[src/rtl/rnbip_pkg.sv]
// Shared types and constants for the fetch stage: FSM states, redirect target
// select codes, bubble/reset constants and the flag-check helper.
package rnbip_pkg;

    typedef enum logic [1:0] {
        BOOT  = 2'd0,
        RUN   = 2'd1,
        FLUSH = 2'd2,
        STALL = 2'd3
    } fetch_state_t;

    typedef enum logic [1:0] {
        SEL_NPC = 2'b00,
        SEL_REL = 2'b01,
        SEL_STK = 2'b10,
        SEL_ABS = 2'b11
    } pc_sel_t;

    localparam logic [15:0] NOP_SEG  = 16'h0000;
    localparam logic [7:0]  RESET_PC = 8'h00;

    // Bit positions inside alu_flags = {C,Z,S,P}
    localparam int FLAG_P = 0;
    localparam int FLAG_S = 1;
    localparam int FLAG_Z = 2;
    localparam int FLAG_C = 3;

    // Segment bits [9:8] pick a flag, bit 10 inverts the test.
    function automatic logic flag_check(input logic [3:0] flags, input logic [15:0] seg);
        return flags[seg[9:8]] ^ seg[10];
    endfunction

endpackage

[src/rtl/pipe_fetch_stage_if.sv]
// Bundle of ROM, redirect/stall control and CCG1-facing signals around the fetch stage.
// master = fetch stage side, slave = ROM plus downstream pipeline side.
interface pipe_fetch_stage_if;
    logic [7:0]  imem_addr;
    logic        imem_rd;
    logic [15:0] imem_data;
    logic        stall;
    logic        L_PC;
    logic        S11;
    logic        S10;
    logic [7:0]  NPC_in;
    logic [7:0]  OR2;
    logic [7:0]  stack_data;
    logic [3:0]  alu_flags;
    logic [15:0] segment;
    logic        FL;
    logic [7:0]  PC_in;
    logic        seg_valid;
    logic        flush;

    modport master (
        output imem_addr, imem_rd,
        input  imem_data,
        input  stall, L_PC, S11, S10, NPC_in, OR2, stack_data, alu_flags,
        output segment, FL, PC_in, seg_valid, flush
    );

    modport slave (
        input  imem_addr, imem_rd,
        output imem_data,
        output stall, L_PC, S11, S10, NPC_in, OR2, stack_data, alu_flags,
        input  segment, FL, PC_in, seg_valid, flush
    );
endinterface

[src/rtl/next_pc_sel.sv]
// Combinational redirect target mux; the relative form wraps modulo 256.
module next_pc_sel
    import rnbip_pkg::*;
(
    input  logic [1:0] sel,
    input  logic [7:0] npc_in,
    input  logic [7:0] or2,
    input  logic [7:0] stack_data,
    output logic [7:0] target
);

    always_comb begin
        target = npc_in;
        case (pc_sel_t'(sel))
            SEL_NPC: target = npc_in;
            SEL_REL: target = npc_in + or2;
            SEL_STK: target = stack_data;
            SEL_ABS: target = or2;
            default: target = npc_in;
        endcase
    end

endmodule

[src/rtl/pipe_fetch_stage.sv]
// Fetch stage: owns the PC, reads the 1-cycle sync ROM, applies redirects with
// wrong-path squash, and parks returning data in a 1-entry skid buffer on stall.
module pipe_fetch_stage #(
    parameter logic [7:0]  RESET_PC = rnbip_pkg::RESET_PC,
    parameter logic [15:0] NOP_SEG  = rnbip_pkg::NOP_SEG
) (
    input  logic                clk,
    input  logic                rst_n,
    pipe_fetch_stage_if.master  bus
);
    import rnbip_pkg::*;

    fetch_state_t state_reg;
    logic [1:0]   cnt_reg;
    logic [7:0]   pc_reg;
    logic         rd_v_reg;
    logic [7:0]   rd_addr_reg;
    logic [15:0]  hold_seg_reg;
    logic [7:0]   hold_pc_in_reg;
    logic         hold_fl_reg;
    logic         hold_v_reg;
    logic [15:0]  segment_reg;
    logic         fl_reg;
    logic [7:0]   pc_in_reg;
    logic         seg_valid_reg;
    logic         flush_reg;

    logic         rd_en;
    logic [7:0]   target;
    logic         arrive_fl;

    // A redirect always fetches, even when stall is raised in the same cycle.
    assign rd_en     = rst_n & (bus.L_PC | ~bus.stall);
    assign arrive_fl = flag_check(bus.alu_flags, bus.imem_data);

    assign bus.imem_addr = pc_reg;
    assign bus.imem_rd   = rd_en;
    assign bus.segment   = segment_reg;
    assign bus.FL        = fl_reg;
    assign bus.PC_in     = pc_in_reg;
    assign bus.seg_valid = seg_valid_reg;
    assign bus.flush     = flush_reg;

    next_pc_sel u_next_pc_sel (
        .sel        ({bus.S11, bus.S10}),
        .npc_in     (bus.NPC_in),
        .or2        (bus.OR2),
        .stack_data (bus.stack_data),
        .target     (target)
    );

    always_ff @(posedge clk) begin
        if (!rst_n) begin
            state_reg      <= BOOT;
            cnt_reg        <= 2'd0;
            pc_reg         <= RESET_PC;
            rd_v_reg       <= 1'b0;
            rd_addr_reg    <= 8'd0;
            hold_seg_reg   <= NOP_SEG;
            hold_pc_in_reg <= 8'd0;
            hold_fl_reg    <= 1'b0;
            hold_v_reg     <= 1'b0;
            segment_reg    <= NOP_SEG;
            fl_reg         <= 1'b0;
            pc_in_reg      <= 8'd0;
            seg_valid_reg  <= 1'b0;
            flush_reg      <= 1'b0;
        end else begin
            flush_reg   <= bus.L_PC;
            // The read issued alongside a redirect is wrong-path; never let it land.
            rd_v_reg    <= rd_en & ~bus.L_PC;
            rd_addr_reg <= pc_reg;

            if (bus.L_PC) begin
                pc_reg <= target;
            end else if (rd_en) begin
                pc_reg <= pc_reg + 8'd1;
            end

            if (bus.L_PC) begin
                segment_reg   <= NOP_SEG;
                seg_valid_reg <= 1'b0;
                hold_v_reg    <= 1'b0;
            end else if (bus.stall) begin
                if (rd_v_reg) begin
                    hold_seg_reg   <= bus.imem_data;
                    hold_pc_in_reg <= rd_addr_reg + 8'd1;
                    hold_fl_reg    <= arrive_fl;
                    hold_v_reg     <= 1'b1;
                end
            end else if (hold_v_reg) begin
                segment_reg   <= hold_seg_reg;
                pc_in_reg     <= hold_pc_in_reg;
                fl_reg        <= hold_fl_reg;
                seg_valid_reg <= 1'b1;
                hold_v_reg    <= 1'b0;
            end else if (rd_v_reg) begin
                segment_reg   <= bus.imem_data;
                pc_in_reg     <= rd_addr_reg + 8'd1;
                fl_reg        <= arrive_fl;
                seg_valid_reg <= 1'b1;
            end else begin
                segment_reg   <= NOP_SEG;
                seg_valid_reg <= 1'b0;
            end

            if (bus.L_PC) begin
                state_reg <= FLUSH;
                cnt_reg   <= 2'd2;
            end else begin
                case (state_reg)
                    BOOT:    if (!bus.stall) state_reg <= RUN;
                    RUN:     if (bus.stall)  state_reg <= STALL;
                    STALL:   if (!bus.stall) state_reg <= RUN;
                    FLUSH: begin
                        if (!bus.stall) begin
                            if (cnt_reg == 2'd1) begin
                                state_reg <= RUN;
                                cnt_reg   <= 2'd0;
                            end else begin
                                cnt_reg <= cnt_reg - 2'd1;
                            end
                        end
                    end
                    default: state_reg <= BOOT;
                endcase
            end
        end
    end

endmodule

[src/flat_wrapper.sv]
// flat-port wrapper written by rule: the top's interface ports become plain ports
module pipe_fetch_stage_flat import rnbip_pkg::*;
#(
    parameter logic [7:0]  RESET_PC = rnbip_pkg::RESET_PC,
    parameter logic [15:0] NOP_SEG  = rnbip_pkg::NOP_SEG
)
  (clk, rst_n, bus_imem_addr, bus_imem_rd, bus_imem_data, bus_stall, bus_L_PC, bus_S11, bus_S10, bus_NPC_in, bus_OR2, bus_stack_data, bus_alu_flags, bus_segment, bus_FL, bus_PC_in, bus_seg_valid, bus_flush);
  pipe_fetch_stage_if bus_i ();
  input  logic clk;
  input  logic rst_n;
  output wire logic [$bits(bus_i.imem_addr)-1:0] bus_imem_addr;
  output wire logic [$bits(bus_i.imem_rd)-1:0] bus_imem_rd;
  input wire logic [$bits(bus_i.imem_data)-1:0] bus_imem_data;
  input wire logic [$bits(bus_i.stall)-1:0] bus_stall;
  input wire logic [$bits(bus_i.L_PC)-1:0] bus_L_PC;
  input wire logic [$bits(bus_i.S11)-1:0] bus_S11;
  input wire logic [$bits(bus_i.S10)-1:0] bus_S10;
  input wire logic [$bits(bus_i.NPC_in)-1:0] bus_NPC_in;
  input wire logic [$bits(bus_i.OR2)-1:0] bus_OR2;
  input wire logic [$bits(bus_i.stack_data)-1:0] bus_stack_data;
  input wire logic [$bits(bus_i.alu_flags)-1:0] bus_alu_flags;
  output wire logic [$bits(bus_i.segment)-1:0] bus_segment;
  output wire logic [$bits(bus_i.FL)-1:0] bus_FL;
  output wire logic [$bits(bus_i.PC_in)-1:0] bus_PC_in;
  output wire logic [$bits(bus_i.seg_valid)-1:0] bus_seg_valid;
  output wire logic [$bits(bus_i.flush)-1:0] bus_flush;
  assign bus_imem_addr = bus_i.imem_addr;
  assign bus_imem_rd = bus_i.imem_rd;
  assign bus_i.imem_data = bus_imem_data;
  assign bus_i.stall = bus_stall;
  assign bus_i.L_PC = bus_L_PC;
  assign bus_i.S11 = bus_S11;
  assign bus_i.S10 = bus_S10;
  assign bus_i.NPC_in = bus_NPC_in;
  assign bus_i.OR2 = bus_OR2;
  assign bus_i.stack_data = bus_stack_data;
  assign bus_i.alu_flags = bus_alu_flags;
  assign bus_segment = bus_i.segment;
  assign bus_FL = bus_i.FL;
  assign bus_PC_in = bus_i.PC_in;
  assign bus_seg_valid = bus_i.seg_valid;
  assign bus_flush = bus_i.flush;
  pipe_fetch_stage #(.RESET_PC(RESET_PC), .NOP_SEG(NOP_SEG)) u_core (.clk(clk), .rst_n(rst_n), .bus(bus_i));
endmodule
[config.mk]
export PLATFORM = sky130hd
export DESIGN_NAME = pipe_fetch_stage_flat
export DESIGN_NICKNAME = d
export VERILOG_FILES = /design/src/rtl/rnbip_pkg.sv /design/src/rtl/pipe_fetch_stage_if.sv /design/src/rtl/next_pc_sel.sv /design/src/rtl/pipe_fetch_stage.sv /design/src/flat_wrapper.sv
export SDC_FILE = /design/constraint.sdc
export NUM_CORES = 1
export LEC_CHECK = 0
export BUFFER_PORTS_ARGS = -buffer_cell sky130_fd_sc_hd__clkbuf_2
export CORE_MARGIN = 5
export CORE_UTILIZATION = 55
export CTS_BUF_LIST = sky130_fd_sc_hd__clkbuf_16
export CTS_CLUSTER_DIAMETER = 80
export CTS_CLUSTER_SIZE = 12
export DETAILED_ROUTE_END_ITERATION = 16
export PLACE_DENSITY = 0.9
export SLEW_MARGIN = 20
export SYNTH_ARGS = -nofsm -noshare
export SYNTH_HDL_FRONTEND = slang
export SYNTH_HIERARCHICAL = 1
export SYNTH_SLANG_ARGS = --single-unit
[constraint.sdc]
create_clock -name clk -period 5.56 [get_ports clk]
set_input_delay 0.834 -clock clk [delete_from_list [all_inputs] [get_ports clk]]
set_output_delay 0.834 -clock clk [all_outputs]
set_load 0.02 [all_outputs]
==> results of run 1 <==
## per-stage QoR
stage	setup slack (ns)	utilization (%)	instances	total power, uW
6_report	2.53	66.4	550	1240
5_1_grt	2.41	66.4	550	1290
4_1_cts	2.54	66.4	550	1250
3_5_place_dp	2.42	61.7	534	696
3_3_place_gp	2.50	61.7	534	689
2_1_floorplan	2.78	-	399	647
## worst max path at each step
stage / startpoint / end / depth (start not counted)
floorplan: bus_NPC_in[0] / u_core/bus.imem_addr[6]$_SDFFE_PN0P_ / 9
global placement: bus_stall / u_core/hold_pc_in_reg[2]$_SDFFE_PN0P_ / 5
detailed placement: bus_stall / u_core/hold_pc_in_reg[2]$_SDFFE_PN0P_ / 5
CTS: rst_n / bus_imem_rd / 4
global route: rst_n / bus_imem_rd / 4
finish: rst_n / bus_imem_rd / 4
## critical path, stage by stage
cell and delay [ns]:
clkbuf_2 0.47, inv_1 0.50, nor2_1 0.19, clkbuf_2 0.18
## logic make-up after synthesis
logic type / after synthesis
multiplexers: 14
AND/OR/NAND/NOR: 158
XOR/XNOR: 17
adder cells (fa/ha/maj): 10
AO/OA/AOI/OAI: 100
buffers and inverters: 30
flip-flops: 70
## layout make-up
type	count	share of cell area (%)
flip-flops and latches	70	33.6
clock buffers	9	5.40
clock inverters	7	1.62
multi-input cells	299	46.5
well taps	77	2.31
repair buffers	86	10.4
inverters	2	0.180
## power by group
group	internal, uW	total (uW)	leakage, uW	switching (uW)
logic	69.7	156	0.000975	86.6
registers	517	532	0.000568	14.9
clock network	344	553	0.000148	209
total	931	1240	0.00169	311
## routing by layer
| metal | wire, um | up-vias |
|---|---|---|
| met2 | 4390 | 117 |
| met4 | 131 | 0 |
| li1 | - | 1547 |
| met1 | 3470 | 1493 |
| met3 | 630 | 16 |
| met5 | 0 | - |
## layout by cell type, fill, tap and decap left out, types with 3 or more instances in the layout
cell type and instances:
a211oi_1 5, a21boi_1 12, a21oi_1 43, a221oi_1 6, a32oi_1 3, and2_1 10
clkbuf_16 9, clkbuf_2 85, dfxtp_1 70, ha_1 9, inv_1 3, mux2i_1 6
mux4_2 8, nand2_1 62, nand2b_1 4, nand3_1 6, nand3b_1 12, nand4b_1 3
nor2_1 33, nor2b_1 7, nor3_1 7, nor3b_1 3, o211ai_1 3, o21ai_0 6
o21ai_1 6, o22ai_1 3, xnor2_1 11, xor2_1 6
==> impl_metrics.yaml, run 1 <==
detailed_routing:
  viasPerCell: 5.77
  drc_errors: 0
  drt_iter0_drc: 193
  wl_per_cell_um: 15.7
  vias: 3173
  wl_um: 8620
  drt-pass1-iter-count: 5
  ant_nets: 0
floorplanning:
  rows: 29
  dieArea_sq_um: 8080
  initial_core_util_pct: 55.9
  core_area_sq_um: 6280
  ios: 86
  die_y_um: 89.9
  die_x_um: 89.9
synth:
  ys_ff_latch: 70
  synth_cell_types: 51
  synth_top_area_share_pct: 39.9
  synth_common_cells: "dfxtp_1, nand2_1, a21oi_1, nor2_1"
  synthCells: 399
  synth_flop_cell: "dfxtp_1"
  yosys.area_share.xor_xnor_pct: 4.24
  yosysWarnings: 6
  synth_top_family_by_area: "simple AND/OR/NAND/NOR gates"
  synthMuxAreaShare_pct: 6.85
  synth_adder_area_share_pct: 3.78
  synth_compound_area_share_pct: 18.0
  synthTopCellsByArea: "dfxtp_1, nand2_1, a21oi_1"
  synth_area_sq_um: 3510
  synth_nets: 459
  async_flop_share_pct: 0
  synth.avg_cell_area_sq_um: 8.79
  yosysTopAreaCell: "dfxtp_1"
  yosys.area_share.simple_pct: 22.3
  yosysMostFrequentCell: "dfxtp_1"
  yosysSeqAreaShare_pct: 39.9
  synth_edf_count: 0
clock_network:
  clockBufferDepth: 2
  clkSinkCount: 70
  cts_tree: "done"
  postCtsSetupBuffers: 0
  root_buffer: "clkbuf_16"
  clk_pin_slew_ns: 0.05
  holdBufCountCts: 0
  cts_buffers: 9
  clk_latency_ns: 0.33
  cts_max_level: 3
  cts_resized: 0
setup_path:
  critPathKind: "in -> out"
  arrival_ns: 2.19
  r2r_slack_ns: 3.71
  r2r-start: "u_core/rd_v_reg$_SDFF_PN0_"
  startpoint_type: "input port"
  crit_required_ns: 4.73
  reg2regPathDepth: 3
  cp-end-kind: "primary output"
  path_max_fanout: 37
  r2r-end: "u_core/bus.FL$_SDFFE_PN0P_"
timing:
  period_minus_slack_ns: 3.03
  hold_violations: 0
  holdWs_ns: 0.461
  setup-tns-final_ns: 0
  finClkSkew_ns: 0.00687
  rsz0062_at_grt: "no"
  finalSetupViolations: 0
  fmax_mhz: 331
  slew_violations: 0
  period_share_pct: 54.4
  maxSlewHeadroom_pct: 42.0
  worst_pin_slew_ns: 0.871
grt:
  grt_start_max_net_pins: 46
  grt.busiest_layer: "met2"
  grt_pass1_vias: 2971
  grt_util_all_layers_pct: 21.1
  antenna_found_initial: 0
  grt_util_met3_pct: 6.18
  grt-ovfl-total: 0
  grt_use_met2_pct: 35.4
  use_met1_pct: 25.4
  grt_pass1_wl_um: 14100
place:
  dp_hpwl_um: 5960
  gp_congestion: 0.869
  io_buffers: 85
  postPlaceCellArea_sq_um: 3870
final_layout:
  fill_cells: 483
  multi_input_comb_area_sq_um: 1940
  ff_latch_area_sq_um: 1400
  finalInstanceArea_sq_um: 4170
  n_antenna_cell: 0
  fin_nets: 528
  drive_gt1_share_pct: 25.2
  area_delta_synth_final_pct: 18.8
hold_path:
  hp-class: "reg -> reg"
  holdPathStages: 2
  holdPathEnd: "u_core/bus.PC_in[3]$_SDFFE_PN0P_"
  min_from: "u_core/bus.PC_in[3]$_SDFFE_PN0P_"
power:
  p_per_area_nw_per_um2: 298
  p_leak_uw: 0.00169
  vdd_drop_max_mv: 0.198
run:
  maxCapViolCount: 0
status:
  status: "completed"
No activity file was read; power rests on OpenSTA's default activity.
==> run 2: changes to the inputs <==
--- a/config.mk
+++ b/config.mk
@@ -7,12 +7,12 @@
 export LEC_CHECK = 0
 export BUFFER_PORTS_ARGS = -buffer_cell sky130_fd_sc_hd__clkbuf_2
 export CORE_MARGIN = 5
-export CORE_UTILIZATION = 55
+export CORE_UTILIZATION = 53
 export CTS_BUF_LIST = sky130_fd_sc_hd__clkbuf_16
 export CTS_CLUSTER_DIAMETER = 80
 export CTS_CLUSTER_SIZE = 12
 export DETAILED_ROUTE_END_ITERATION = 16
-export PLACE_DENSITY = 0.9
+export PLACE_DENSITY = 0.87
 export SLEW_MARGIN = 20
 export SYNTH_ARGS = -nofsm -noshare
 export SYNTH_HDL_FRONTEND = slang
==> constraint.sdc (replaced) <==
create_clock -name clk -period 3.2 [get_ports clk]
set_input_delay 0.48 -clock clk [delete_from_list [all_inputs] [get_ports clk]]
set_output_delay 0.48 -clock clk [all_outputs]
set_load 0.02 [all_outputs]
==> run 2 against run 1 <==
Clock power grew 78%. Clock skew fell by 0.0046 ns. First-iteration DRC count is 4.1% lower.
==> impl_metrics.yaml, run 2 (same netlist as run 1, synthesis figures left out) <==
final_layout:
  fill_cells: 523
  n_antenna_cell: 0
  area_delta_synth_final_pct: 19.8
  final_common_cell: "clkbuf_2"
  fin_nets: 532
  finalCoreUtilization_pct: 65.8
  final_cell_mix: "clkbuf_2, dfxtp_1, nand2_1"
  drive_gt1_share_pct: 25.8
setup_path:
  reg2regPathDepth: 4
  cp_slowest_cell: "fa_1"
  worstPathCellList: "clkbuf_2 > ha_1 > fa_1 > a211oi_1 > o21bai_1 > a21oi_1 > xnor2_1 > mux4_2 > o21ai_0 > a21oi_1"
  crit_top_cell: "a21oi_1"
  cp-end-kind: "flop"
  path_max_fanout: 3
  slowest_delay_ns: 0.44
  startpoint_type: "input port"
  critPathKind: "in -> reg"
  r2r_slack_ns: 1.33
  arrival_ns: 2.55
  crit_required_ns: 3.41
clock_network:
  clk_pin_slew_ns: 0.06
  clk_latency_ns: 0.33
  clkSinkCount: 70
  cts_buffers: 9
  clockBufferDepth: 2
  postCtsSetupBuffers: 0
  root_buffer: "clkbuf_16"
  holdBufCountCts: 0
  cts_tree: "done"
  cts_max_level: 3
  cts_resized: 0
timing:
  holdWs_ns: 0.386
  period_share_pct: 73.2
  setup-tns-final_ns: 0
  rsz0062_at_grt: "no"
  period_minus_slack_ns: 2.34
  finalSetupViolations: 0
  worst_pin_slew_ns: 0.738
  maxSlewHeadroom_pct: 50.7
  finClkSkew_ns: 0.00230
  fmax_mhz: 427
  slew_violations: 0
  hold_violations: 0
power:
  p_per_area_nw_per_um2: 518
  vdd_drop_max_mv: 0.460
  p_leak_uw: 0.00170
floorplanning:
  die_y_um: 91.4
  dieArea_sq_um: 8350
  die_x_um: 91.4
  core_area_sq_um: 6390
  ios: 86
  rows: 29
  initial_core_util_pct: 54.9
grt:
  grt-ovfl-total: 0
  grt_pass1_wl_um: 14100
  grt_util_all_layers_pct: 20.3
  grt_start_max_net_pins: 38
  grt_pass1_vias: 3068
  antenna_found_initial: 0
status:
  status: "completed"
detailed_routing:
  wl_um: 8390
  wl_per_cell_um: 15.1
  drt_iter0_drc: 185
  viasPerCell: 5.69
  vias: 3151
  ant_nets: 0
  drc_errors: 0
  drt-pass1-iter-count: 4
place:
  gp_congestion: 0.886
  dp_hpwl_um: 5890
  io_buffers: 85
run:
  maxCapViolCount: 0
hold_path:
  holdPathStages: 3
  hp-class: "in -> reg"
-- run 2: per-stage QoR --
step	power [uW]	worst slack [ns]	cells	instance area, sq um
6_report	2180	0.856	554	4200
5_1_grt	2260	0.686	554	4200
4_1_cts	2190	0.870	554	4200
3_5_place_dp	1210	0.546	538	3910
2_1_floorplan	1120	0.776	399	3510
3_3_place_gp	1200	0.594	538	3910
-- run 2: worst max-delay path: cells and delay by family --
| kind | cells | cell delay (ns) |
|---|---|---|
| fa+ha+maj | 2 | 0.69 |
| mux | 1 | 0.44 |
| compound gates | 5 | 0.78 |
| xor+xnor | 1 | 0.08 |
| buf+inv | 1 | 0.09 |
-- run 2: per-layer routing --
metal | wire length, um | track usage (%)
met1 | 3620 | 26.3
met2 | 4120 | 32.8
met3 | 538 | 4.71
met4 | 108 | 7.95
met5 | 0 | 0
-- run 2: where the power goes --
group          switching, uW  internal, uW
registers               25.4           898
clock network            378           604
logic                    150           123
-- run 2: final timing paths --
path,start,end
max,bus_NPC_in[0],u_core/bus.imem_addr[6]$_SDFFE_PN0P_
max reg2reg,u_core/rd_v_reg$_SDFF_PN0_,u_core/hold_seg_reg[14]$_SDFFE_PN0P_
min,bus_imem_data[1],u_core/hold_seg_reg[1]$_SDFFE_PN0P_
min reg2reg,u_core/bus.PC_in[3]$_SDFFE_PN0P_,u_core/bus.PC_in[3]$_SDFFE_PN0P_
-- run 2: cell type report --
class                      count  area (sq um)  area share, %
timing repair buffer          90           463           11.0
multi-input combinational    299          1940           46.1
clock inverter                 7          73.8           1.76
clock buffer                   9           225           5.36
sequential                    70          1400           33.3
inverter                       2          7.51          0.179
tap                           77          96.3           2.29
==> run 3: changes to the inputs <==
--- a/config.mk
+++ b/config.mk
@@ -5,6 +5,7 @@
 export SDC_FILE = /design/constraint.sdc
 export NUM_CORES = 1
 export LEC_CHECK = 0
+export ABC_AREA = 1
 export BUFFER_PORTS_ARGS = -buffer_cell sky130_fd_sc_hd__clkbuf_2
 export CORE_MARGIN = 5
 export CORE_UTILIZATION = 53
==> constraint.sdc (replaced) <==
create_clock -name clk -period 2.34 [get_ports clk]
set_input_delay 0.351 -clock clk [delete_from_list [all_inputs] [get_ports clk]]
set_output_delay 0.351 -clock clk [all_outputs]
set_load 0.02 [all_outputs]
==> run 3 against run 2 <==
Utilization up 0.27 points. Non-clock buffer count fell by 2. Critical path depth shrank 5. Area after synthesis barely moved. Sequential cell count unchanged. Clock power increased by 22%. Worst hold slack got worse by 0.13 ns. Clock skew grew 0.0036 ns. Power increased by 32%. Critical endpoint is now u_core/bus.PC_in[7]$_SDFFE_PN0P_.
==> impl_metrics.yaml, run 3 <==
timing:
  period_minus_slack_ns: 1.74
  finClkSkew_ns: 0.00586
  maxSlewHeadroom_pct: 50.8
  worst_pin_slew_ns: 0.738
  rsz0062_at_grt: "no"
  slew_violations: 0
  setup-tns-final_ns: 0
  fmax_mhz: 573
  finalSetupViolations: 0
  hold_violations: 0
  period_share_pct: 74.6
  setup_ws_ns: 0.595
clock_network:
  cts_resized: 0
  cts_max_level: 3
  clockBufferDepth: 2
  postCtsSetupBuffers: 0
  cts_tree: "done"
  root_buffer: "clkbuf_16"
  clk_pin_slew_ns: 0.06
  holdBufCountCts: 0
  clkSinkCount: 70
  cts_buffers: 9
  clk_latency_ns: 0.33
synth:
  synth_edf_count: 0
  yosysSeqAreaShare_pct: 40.0
  synth_area_sq_um: 3510
  synth_top_area_share_pct: 40.0
  synthTopCellsByArea: "dfxtp_1, nand2_1, a21oi_1"
  async_flop_share_pct: 0
  synthCells: 506
  ys_ff_latch: 70
  synth_cell_types: 34
  synth_flop_cell: "dfxtp_1"
  yosysMostFrequentCell: "nand2_1"
  synth.avg_cell_area_sq_um: 6.93
  yosysTopAreaCell: "dfxtp_1"
  yosysWarnings: 6
  synth_nets: 566
  synth_common_cells: "nand2_1, dfxtp_1, a21oi_1, nor2_1, inv_1"
detailed_routing:
  drc_errors: 0
  wl_um: 8870
  wl_per_cell_um: 13.3
  drt-pass1-iter-count: 4
  drt_iter0_drc: 196
  vias: 3615
  ant_nets: 0
  viasPerCell: 5.40
final_layout:
  n_antenna_cell: 0
  final_common_cell: "nand2_1"
  final_cell_mix: "nand2_1, clkbuf_2, dfxtp_1"
  fin_nets: 648
  drive_gt1_share_pct: 20.6
  area_delta_synth_final_pct: 20.4
floorplanning:
  dieArea_sq_um: 8340
  die_x_um: 91.3
  core_area_sq_um: 6390
  ios: 86
  rows: 29
  die_y_um: 91.3
  initial_core_util_pct: 54.9
power:
  p_leak_uw: 0.00213
  p_per_area_nw_per_um2: 682
  vdd_drop_max_mv: 0.460
grt:
  grt_pass1_vias: 3488
  grt_pass1_wl_um: 15000
  grt-ovfl-total: 0
  antenna_found_initial: 0
  grt_start_max_net_pins: 39
  grt_util_all_layers_pct: 21.6
setup_path:
  crit_required_ns: 2.55
  r2r_slack_ns: 0.60
  startpoint_type: "flop"
  cp-end-kind: "flop"
  critPathKind: "reg -> reg"
  arrival_ns: 1.96
  path_max_fanout: 16
status:
  status: "completed"
place:
  gp_congestion: 0.909
  io_buffers: 85
  dp_hpwl_um: 6360
  place_ws_ns: 0.347
run:
  maxCapViolCount: 0
hold_path:
  hp-class: "in -> reg"
[run 3: cell types whose count changed after synthesis, sizes merged, moves of 19 or more]
cell and delta:
inv +55, nand2 +52, o21ai +39, nor2 +30, nand3 +23, a21oi +19
[run 3: cell type report]
type | count | area (sq um)
clock buffers | 9 | 225
clock inverters | 6 | 40.0
fillers | 555 | 2160
inverters | 59 | 224
multi-input cells | 360 | 1790
flip-flops and latches | 70 | 1400
well taps | 77 | 96.3
repair buffers | 88 | 448
[run 3: per-layer routing]
| metal | wire length, um | track usage, % | vias up | part of all wire (%) |
|---|---|---|---|---|
| met3 | 640 | 6.45 | 21 | 7.2 |
| met5 | 0 | 0 | - | 0 |
| met4 | 198 | 8.80 | 0 | 2.2 |
| met1 | 3600 | 24.5 | 1630 | 41 |
| li1 | - | - | 1823 | - |
| met2 | 4440 | 37.6 | 141 | 50 |
[run 3: path summary, 6_finish.rpt]
check,startpoint,to,cells after the start
setup / recovery,u_core/hold_v_reg$_SDFFE_PP0P_,u_core/bus.PC_in[7]$_SDFFE_PN0P_,5
hold / removal,bus_imem_data[3],u_core/hold_seg_reg[3]$_SDFFE_PN0P_,3
setup reg to reg,u_core/hold_v_reg$_SDFFE_PP0P_,u_core/bus.PC_in[7]$_SDFFE_PN0P_,5
hold reg to reg,u_core/bus.imem_addr[7]$_SDFFE_PN0P_,u_core/rd_addr_reg[7]$_SDFF_PN0_,2
[run 3: where the power goes]
group | switching (uW) | total (uW) | internal, uW | leakage (uW)
Combinational | 247 | 394 | 146 | 0.00143
Sequential | 40.8 | 1280 | 1240 | 0.000570
Clock | 497 | 1200 | 707 | 0.000131
[run 3: cell families (layout without fill, tap and decap cells)]
kind of cell	after synthesis	after routing	share of synthesized area, %
flip-flops	70	70	40.0
adder cells (fa/ha/maj)	10	10	3.78
buffers and inverters	76	162	9.10
XOR/XNOR	5	5	1.25
AO/OA/AOI/OAI	127	127	19.3
AND/OR/NAND/NOR	218	218	26.6
[run 3: per-stage QoR]
step / utilization, % / power (uW) / hold slack, ns / instance area [sq um] / cells
after floorplan: - / 1560 / 0.445 / 3510 / 506
after global placement: 62.0 / 1680 / 0.451 / 3960 / 654
after detailed placement: 62.0 / 1690 / 0.460 / 3960 / 654
after CTS: 66.1 / 2890 / 0.255 / 4220 / 669
after global routing: 66.1 / 3000 / 0.263 / 4220 / 669
final: 66.1 / 2880 / 0.260 / 4220 / 669
[run 3: worst max-delay path: stages, from the launching register on]
cell and delay [ns]:
dfxtp_1 0.72, nor2_2 0.15, nor3_2 0.27, inv_1 0.21, a21oi_1 0.18, a21oi_1 0.09
